### config.mk
export PLATFORM = sky130hd
export DESIGN_NAME = im_loader
export DESIGN_NICKNAME = d
export VERILOG_FILES = /design/src/rtl/im_loader.sv
export SDC_FILE = /design/constraint.sdc
export NUM_CORES = 1
export LEC_CHECK = 0
export CAP_MARGIN = 25
export CORE_MARGIN = 1.5
export CORE_UTILIZATION = 54
export DETAILED_ROUTE_END_ITERATION = 8
export GPL_TIMING_DRIVEN = 0
export MAX_ROUTING_LAYER = met4
export PLACE_DENSITY = 0.85
export SYNTH_ARGS = -nofsm -noshare
export SYNTH_HDL_FRONTEND = slang
export SYNTH_SLANG_ARGS = --single-unit
### constraint.sdc
create_clock -name clk -period 2.3 [get_ports clk]
set_input_delay 0.23 -clock clk [delete_from_list [all_inputs] [get_ports clk]]
set_output_delay 0.23 -clock clk [all_outputs]
set_load 0.02 [all_outputs]
### src/rtl/im_loader.sv
// rtl/im_loader.sv - byte-stream instruction memory loader with checksum and CPU hold
module im_loader #(
  parameter int IW = 15,
  parameter int AW = 8
) (
  input  logic          clk,
  input  logic          rst,
  input  logic          start,
  input  logic [7:0]    in_data,
  input  logic          in_valid,
  output logic          in_ready,
  output logic          im_we,
  output logic [AW-1:0] im_addr,
  output logic [IW-1:0] im_wdata,
  output logic          cpu_hold,
  output logic          busy,
  output logic          done,
  output logic          error,
  output logic [AW:0]   words_loaded
);

  localparam logic [2:0] S_IDLE  = 3'd0;
  localparam logic [2:0] S_COUNT = 3'd1;
  localparam logic [2:0] S_HI    = 3'd2;
  localparam logic [2:0] S_LO    = 3'd3;
  localparam logic [2:0] S_WRITE = 3'd4;
  localparam logic [2:0] S_CHECK = 3'd5;
  localparam logic [2:0] S_DONE  = 3'd6;
  localparam logic [2:0] S_ERR   = 3'd7;

  localparam logic [9:0] MAX_N = 10'(1 << AW);

  logic [2:0]  state;
  logic [7:0]  hi;
  logic [7:0]  sum;
  logic [8:0]  rem;
  logic        xfer;
  logic [15:0] word;

  assign xfer = in_valid && in_ready;
  assign word = {hi, in_data};

  always_ff @(posedge clk or posedge rst) begin
    if (rst) begin
      state        <= S_IDLE;
      in_ready     <= 1'b0;
      im_we        <= 1'b0;
      im_addr      <= '0;
      im_wdata     <= '0;
      cpu_hold     <= 1'b1;
      busy         <= 1'b0;
      done         <= 1'b0;
      error        <= 1'b0;
      words_loaded <= '0;
      hi           <= 8'd0;
      sum          <= 8'd0;
      rem          <= 9'd0;
    end else begin
      case (state)
        S_IDLE, S_DONE, S_ERR: begin
          if (start) begin
            state        <= S_COUNT;
            in_ready     <= 1'b1;
            im_addr      <= '0;
            words_loaded <= '0;
            sum          <= 8'd0;
            done         <= 1'b0;
            error        <= 1'b0;
            busy         <= 1'b1;
            cpu_hold     <= 1'b1;
          end
        end
        S_COUNT: begin
          if (xfer) begin
            rem <= {1'b0, in_data};
            sum <= in_data;
            if ({2'b00, in_data} > MAX_N) begin
              state    <= S_ERR;
              in_ready <= 1'b0;
              busy     <= 1'b0;
              error    <= 1'b1;
            end else if (in_data == 8'd0) begin
              state <= S_CHECK;
            end else begin
              state <= S_HI;
            end
          end
        end
        S_HI: begin
          if (xfer) begin
            hi    <= in_data;
            sum   <= sum + in_data;
            state <= S_LO;
          end
        end
        S_LO: begin
          if (xfer) begin
            sum      <= sum + in_data;
            in_ready <= 1'b0;
            // Bits above IW mean the image was built for a wider memory
            if ((word >> IW) != 16'd0) begin
              state <= S_ERR;
              busy  <= 1'b0;
              error <= 1'b1;
            end else begin
              im_wdata <= word[IW-1:0];
              im_we    <= 1'b1;
              state    <= S_WRITE;
            end
          end
        end
        S_WRITE: begin
          im_we        <= 1'b0;
          im_addr      <= im_addr + 1'b1;
          words_loaded <= words_loaded + 1'b1;
          rem          <= rem - 9'd1;
          in_ready     <= 1'b1;
          state        <= (rem == 9'd1) ? S_CHECK : S_HI;
        end
        S_CHECK: begin
          if (xfer) begin
            in_ready <= 1'b0;
            busy     <= 1'b0;
            if (in_data == sum) begin
              state    <= S_DONE;
              done     <= 1'b1;
              cpu_hold <= 1'b0;
            end else begin
              state <= S_ERR;
              error <= 1'b1;
            end
          end
        end
        default: begin
          state    <= S_IDLE;
          in_ready <= 1'b0;
          im_we    <= 1'b0;
        end
      endcase
    end
  end

endmodule

==> impl_metrics.ini, run 1 <==
[sta]
setup_viol = 0
tns_ns = 0
finalClockSkew_ns = 0.0105
rsz0062_at_grt = false
tightest_slew_ns = 0.729
slew_headroom_pct = 51.4
final_hold_viol_count = 0
worst_hold_slack_ns = 0.332
fin_crit_ns = 2.07
fin_ws_ns = 0.233
slew_violations = 0
max_freq_mhz = 484
fin_crit_sh_pct = 89.9

[clock_network]
clock-sinks = 66
clk_pin_slew_ns = 0.07
cts_hold_buf = 0
cts_tree = yes
ctsResizeCount = 0
cts_max_level = 3
root_buffer = clkbuf_8
post-cts-setup-buffers = 0
clk_latency_ns = 0.35
cts_made_buffers = 9
clock_path_buffers = 2

[detailed_routing]
antenna_left = 0
vias_per_cell = 6.11
route.vias.total = 2990
dr.pass1.iters = 5
drtIter0Drc = 216
wl_um = 8120
wl_per_cell_um = 16.6
remaining_drc_errors = 0

[synth]
synth_warnings = 0
ys.flop_type = dfrtp_1
ys_async_sr_fraction_pct = 100
syn_nets = 371
synth_area_leaders = dfrtp_1 47%, mux2_2 7.1%, o21ai_0 6.4%
ys_types = 58
syn_area_per_cell_sq_um = 9.99
synth_top_area_share_pct = 46.9
synth_top_cell_by_area = dfrtp_1
ys_ff_latch = 66
synth_edf_count = 0
synthCells = 347
ys_seq_area_share_pct = 47.7
synthesis.area_sq_um = 3470

[cells_and_area]
fin_area_sq_um = 4240
layout-drive-gt1-share_pct = 13.8
utilization_pct = 67.6
final_common_cell = dfrtp_1
instances_no_fill = 489
syn_to_final_growth_pct = 22.4
final_cell_mix = 65 x dfrtp_1, 49 x clkdlybuf4s50_1, 44 x o21ai_0
final_nets = 432
diodes = 0

[worst_hold_path]
min-delay-path-class = in -> async

[critical_path]
cp.arrival_ns = 2.33
worstSetupStartpointType = input pin
required_ns = 2.56
path_class = in -> reg
ff2ff_path_depth = 4
crit_path_end_kind = flop
timing.rr.end = hi[4]
rrSetupSlack_ns = 0.34
r2r-start = state[2]
crit_fanout = 6

[placed_design]
port_buffers = 49
dp_slack_ns = -0.107
place_inst = 474
dpl_cell_area_sq_um = 4070
globalplace.congestion = 0.895
post-dp-hpwl_um = 5810

[global_route]
antenna_found_initial = 0
grt_max_degree = 35
grt_use_total_pct = 25.1
grt_pass1_wl_um = 13500
grt_pass1_vias = 2816
grt_overflow = 0

[floorplanning]
ioPinCount = 50
core_sq_um = 6280
die-area_sq_um = 6910
die_h_um = 83.1
start_util_pct = 55.2
rows = 29
fp.dieW_um = 83.1

[flow_run]
drv_cap = 0

[pwr]
leakagePower_nw = 1.79
p_int_mw = 3.09
report.power.total_mw = 5.11
ir_drop_v = 0.000669
clockPowerShare_pct = 17.0
swShare_pct = 39.6
p_switching_mw = 2.03
combPwrFrac_pct = 45.9
power_density_nw_per_um2 = 1200
p_seq_share_pct = 37.1

[status]
status = finished, final reports clean
## kinds of logic after synthesis
group                      count (synthesis)  share of synthesized area (%)
AOI/OAI and AO/OA                         91                           17.0
xor gates and xnor gates                   5                           1.26
adders and majority gates                 12                           4.55
buffers and inverters                     22                           2.78
DFF                                       66                           47.7
muxes                                     23                           7.43
and+or+nand+nor                          128                           19.3
## state kept, by name, summed over array words and instances, names as in the netlist, 3 cells and up
| signal | cells |
|---|---|
| words_loaded | 9 |
| im_wdata | 15 |
| im_addr | 8 |
| rem | 9 |
| hi | 8 |
| state | 3 |
| sum | 8 |
## power by group through the flow
stage	sequential (mW)	clock, mW	combinational [mW]
6_report	1.90	0.868	2.35
5_1_grt	1.95	0.926	2.55
4_1_cts	1.89	0.870	2.34
3_5_place_dp	1.91	0	2.32
3_3_place_gp	1.88	0	2.23
2_1_floorplan	2.07	0	1.37
## area by class of cell
class	instances	area (sq um)
clock buffers	11	141
plain buffers	13	62.6
inverters	9	33.8
flip-flops and latches	66	1650
clock inverters	4	28.8
well taps	77	96.3
repair buffers	50	510
multi-input cells	259	1720
fillers	493	2030
## worst max-delay path: stages
cell and delay (ns):
clkdlybuf4s50_1 0.66, ha_1 0.25, inv_1 0.07, fa_1 0.41, nor2b_1 0.17, o31a_1 0.19, o211ai_1 0.09, o41a_1 0.12
o21ai_0 0.14
## Yosys cell counts (6+ instances only)
library cell   n
o21ai_0       44
nor3_1         6
a21oi_1       12
nand4_1        6
nand3_1       15
inv_1          9
clkbuf_1       6
dfrtp_1       65
nor2_1        25
nand2_1       35
ha_1          11
and3_1         6
mux2_2        22
## worst max-delay path by stage
| stage | from | to | slack [ns] | cells past startpoint |
|---|---|---|---|---|
| 6_report | in_data[0] | sum[6] | 0.23 | 9 |
| 5_1_grt | in_data[0] | sum[6] | 0.12 | 9 |
| 4_1_cts | in_data[0] | sum[6] | 0.24 | 9 |
| 3_5_place_dp | in_data[0] | sum[6] | -0.11 | 9 |
| 3_3_place_gp | rst | done | -0.67 | 2 |
| 2_1_floorplan | rst | busy | 0.42 | 1 |
## routing by layer
metal	track usage, %	share of wire (%)	wire, um
met1	33.0	44	3560
met2	39.6	49	4010
met3	5.17	5.4	438
met4	7.88	1.3	108
met5	-	0	0
No activity file was read; power rests on OpenSTA's default activity.
==> run 2: changes to the inputs <==
- CORE_UTILIZATION: 54 -> 49
- PLACE_DENSITY: 0.85 -> 0.82
- clock period: 2.3 -> 1.9 ns (I/O delays scaled with it)
==> impl_metrics.ini, run 2 (same netlist as run 1, synthesis figures left out) <==
[pwr]
leakagePower_nw = 1.88
ir_drop_v = 0.000569
power_density_nw_per_um2 = 1500
combPwrFrac_pct = 44.9
p_int_mw = 4.11
p_seq_share_pct = 34.8
p_switching_mw = 2.58
report.power.total_mw = 6.69
swShare_pct = 38.6
clockPowerShare_pct = 20.3

[clock_network]
clk_pin_slew_ns = 0.08
cts_hold_buf = 0
clock_path_buffers = 2
root_buffer = clkbuf_8
clk_latency_ns = 0.36
cts_made_buffers = 9
cts_max_level = 3
clock-sinks = 66
cts_tree = yes

[sta]
fin_crit_sh_pct = 97.2
max_freq_mhz = 541
fin_crit_ns = 1.85
tightest_slew_ns = 0.806
finalClockSkew_ns = 0.0117
slew_violations = 0
slew_headroom_pct = 46.2
setup_viol = 0
rsz0062_at_grt = false
final_hold_viol_count = 0
tns_ns = 0
worst_hold_slack_ns = 0.303

[critical_path]
path_class = reg -> reg
crit_path_end_kind = flop
cp.arrival_ns = 2.07
worstSetupStartpointType = flop
required_ns = 2.12
crit_fanout = 4

[cells_and_area]
utilization_pct = 65.1
final_nets = 433
layout-drive-gt1-share_pct = 18.6
biggestRegsByFlops = im_wdata: 15 flops, rem: 9 flops, words_loaded: 9 flops
diodes = 0
fillers = 541
final_common_cell = dfrtp_1
syn_to_final_growth_pct = 28.3
regMostFlops = im_wdata
final_cell_mix = 64 x dfrtp_1, 45 x clkdlybuf4s50_1, 41 x o21ai_0
instances_no_fill = 510
largest_reg_flops = 15

[global_route]
grt_pass1_vias = 2952
gr-max-usage-layer = met2
grt_max_degree = 38
grt_overflow = 0
use_met3_pct = 3.13
use_met2_pct = 37.7
met1_usage_pct = 33.3
grt_use_total_pct = 24.9
grt_pass1_wl_um = 14200
antenna_found_initial = 0

[placed_design]
port_buffers = 49
post-dp-hpwl_um = 5710
globalplace.congestion = 0.925
place_inst = 493

[floorplanning]
die_h_um = 87.1
start_util_pct = 50.8
fp.dieW_um = 87.1
core_sq_um = 6830
die-area_sq_um = 7590
ioPinCount = 50
rows = 30

[worst_hold_path]
min-delay-path-class = in -> async

[detailed_routing]
remaining_drc_errors = 0
route.vias.total = 3041
drtIter0Drc = 218
vias_per_cell = 5.96
dr.pass1.iters = 6
wl_um = 8530
wl_per_cell_um = 16.7
antenna_left = 0

[flow_run]
drv_cap = 0

[status]
status = finished, final reports clean
## run 2: worst paths after layout
| path | start | end | slack [ns] | depth (start not counted) |
|---|---|---|---|---|
| worst max-delay path | sum[1] | sum[5] | 0.05 | 6 |
| worst min-delay path | rst | im_wdata[14] | 0.30 | 2 |
| worst max register to register | sum[1] | sum[5] | 0.05 | 6 |
| worst min register to register | words_loaded[8] | words_loaded[8] | 0.49 | 1 |
| max in group asynchronous | rst | cpu_hold | 0.88 | 3 |
| min in group clk | in_data[1] | sum[1] | 0.32 | 3 |
## run 2: critical path, cell delays in order (launching register included)
cell,delay (ns)
dfrtp_1,0.41
ha_1,0.33
a211oi_1,0.28
nor2_1,0.15
o21ai_0,0.26
o32a_1,0.22
o21ai_0,0.07
## run 2: through the flow
stage | setup WS [ns] | cell area (sq um)
CTS | 0.00399 | 4330
global placement | -1.09 | 4080
detailed placement | -0.456 | 4100
finish | 0.0523 | 4450
floorplan | 0.0568 | 3470
global route | 0.00139 | 4450
## run 2: area by class of cell
cell class,instances,area (sq um),area share (%)
Tap cell,96,120,2.70
Timing Repair Buffer,52,544,12.2
Multi-Input combinational cell,259,1800,40.5
Clock inverter,6,90.1,2.02
Sequential cell,66,1650,37.2
Inverter,9,33.8,0.759
Clock buffer,10,138,3.09
Buffer,12,66.3,1.49
## run 2: layer usage
layer | vias to the layer above | wire (um)
li1 | 1394 | -
met1 | 1500 | 3670
met2 | 128 | 4170
met3 | 19 | 505
met4 | 0 | 186
met5 | - | 0
## run 2: power by group through the flow
stage	combinational (mW)	sequential (mW)	clock, mW
2_1_floorplan	1.65	2.50	0
3_3_place_gp	2.72	2.28	0
3_5_place_dp	2.81	2.31	0
4_1_cts	2.84	2.29	1.37
5_1_grt	3.27	2.39	1.43
6_report	3.01	2.33	1.36
## run 2: what timing repair did
action                                 CTS  global route
endpoints found under the hold margin    0             0
buffers inserted                         0             2
setup endpoints to repair               11            36
resized for setup                        3            28
pin swaps                                0             3
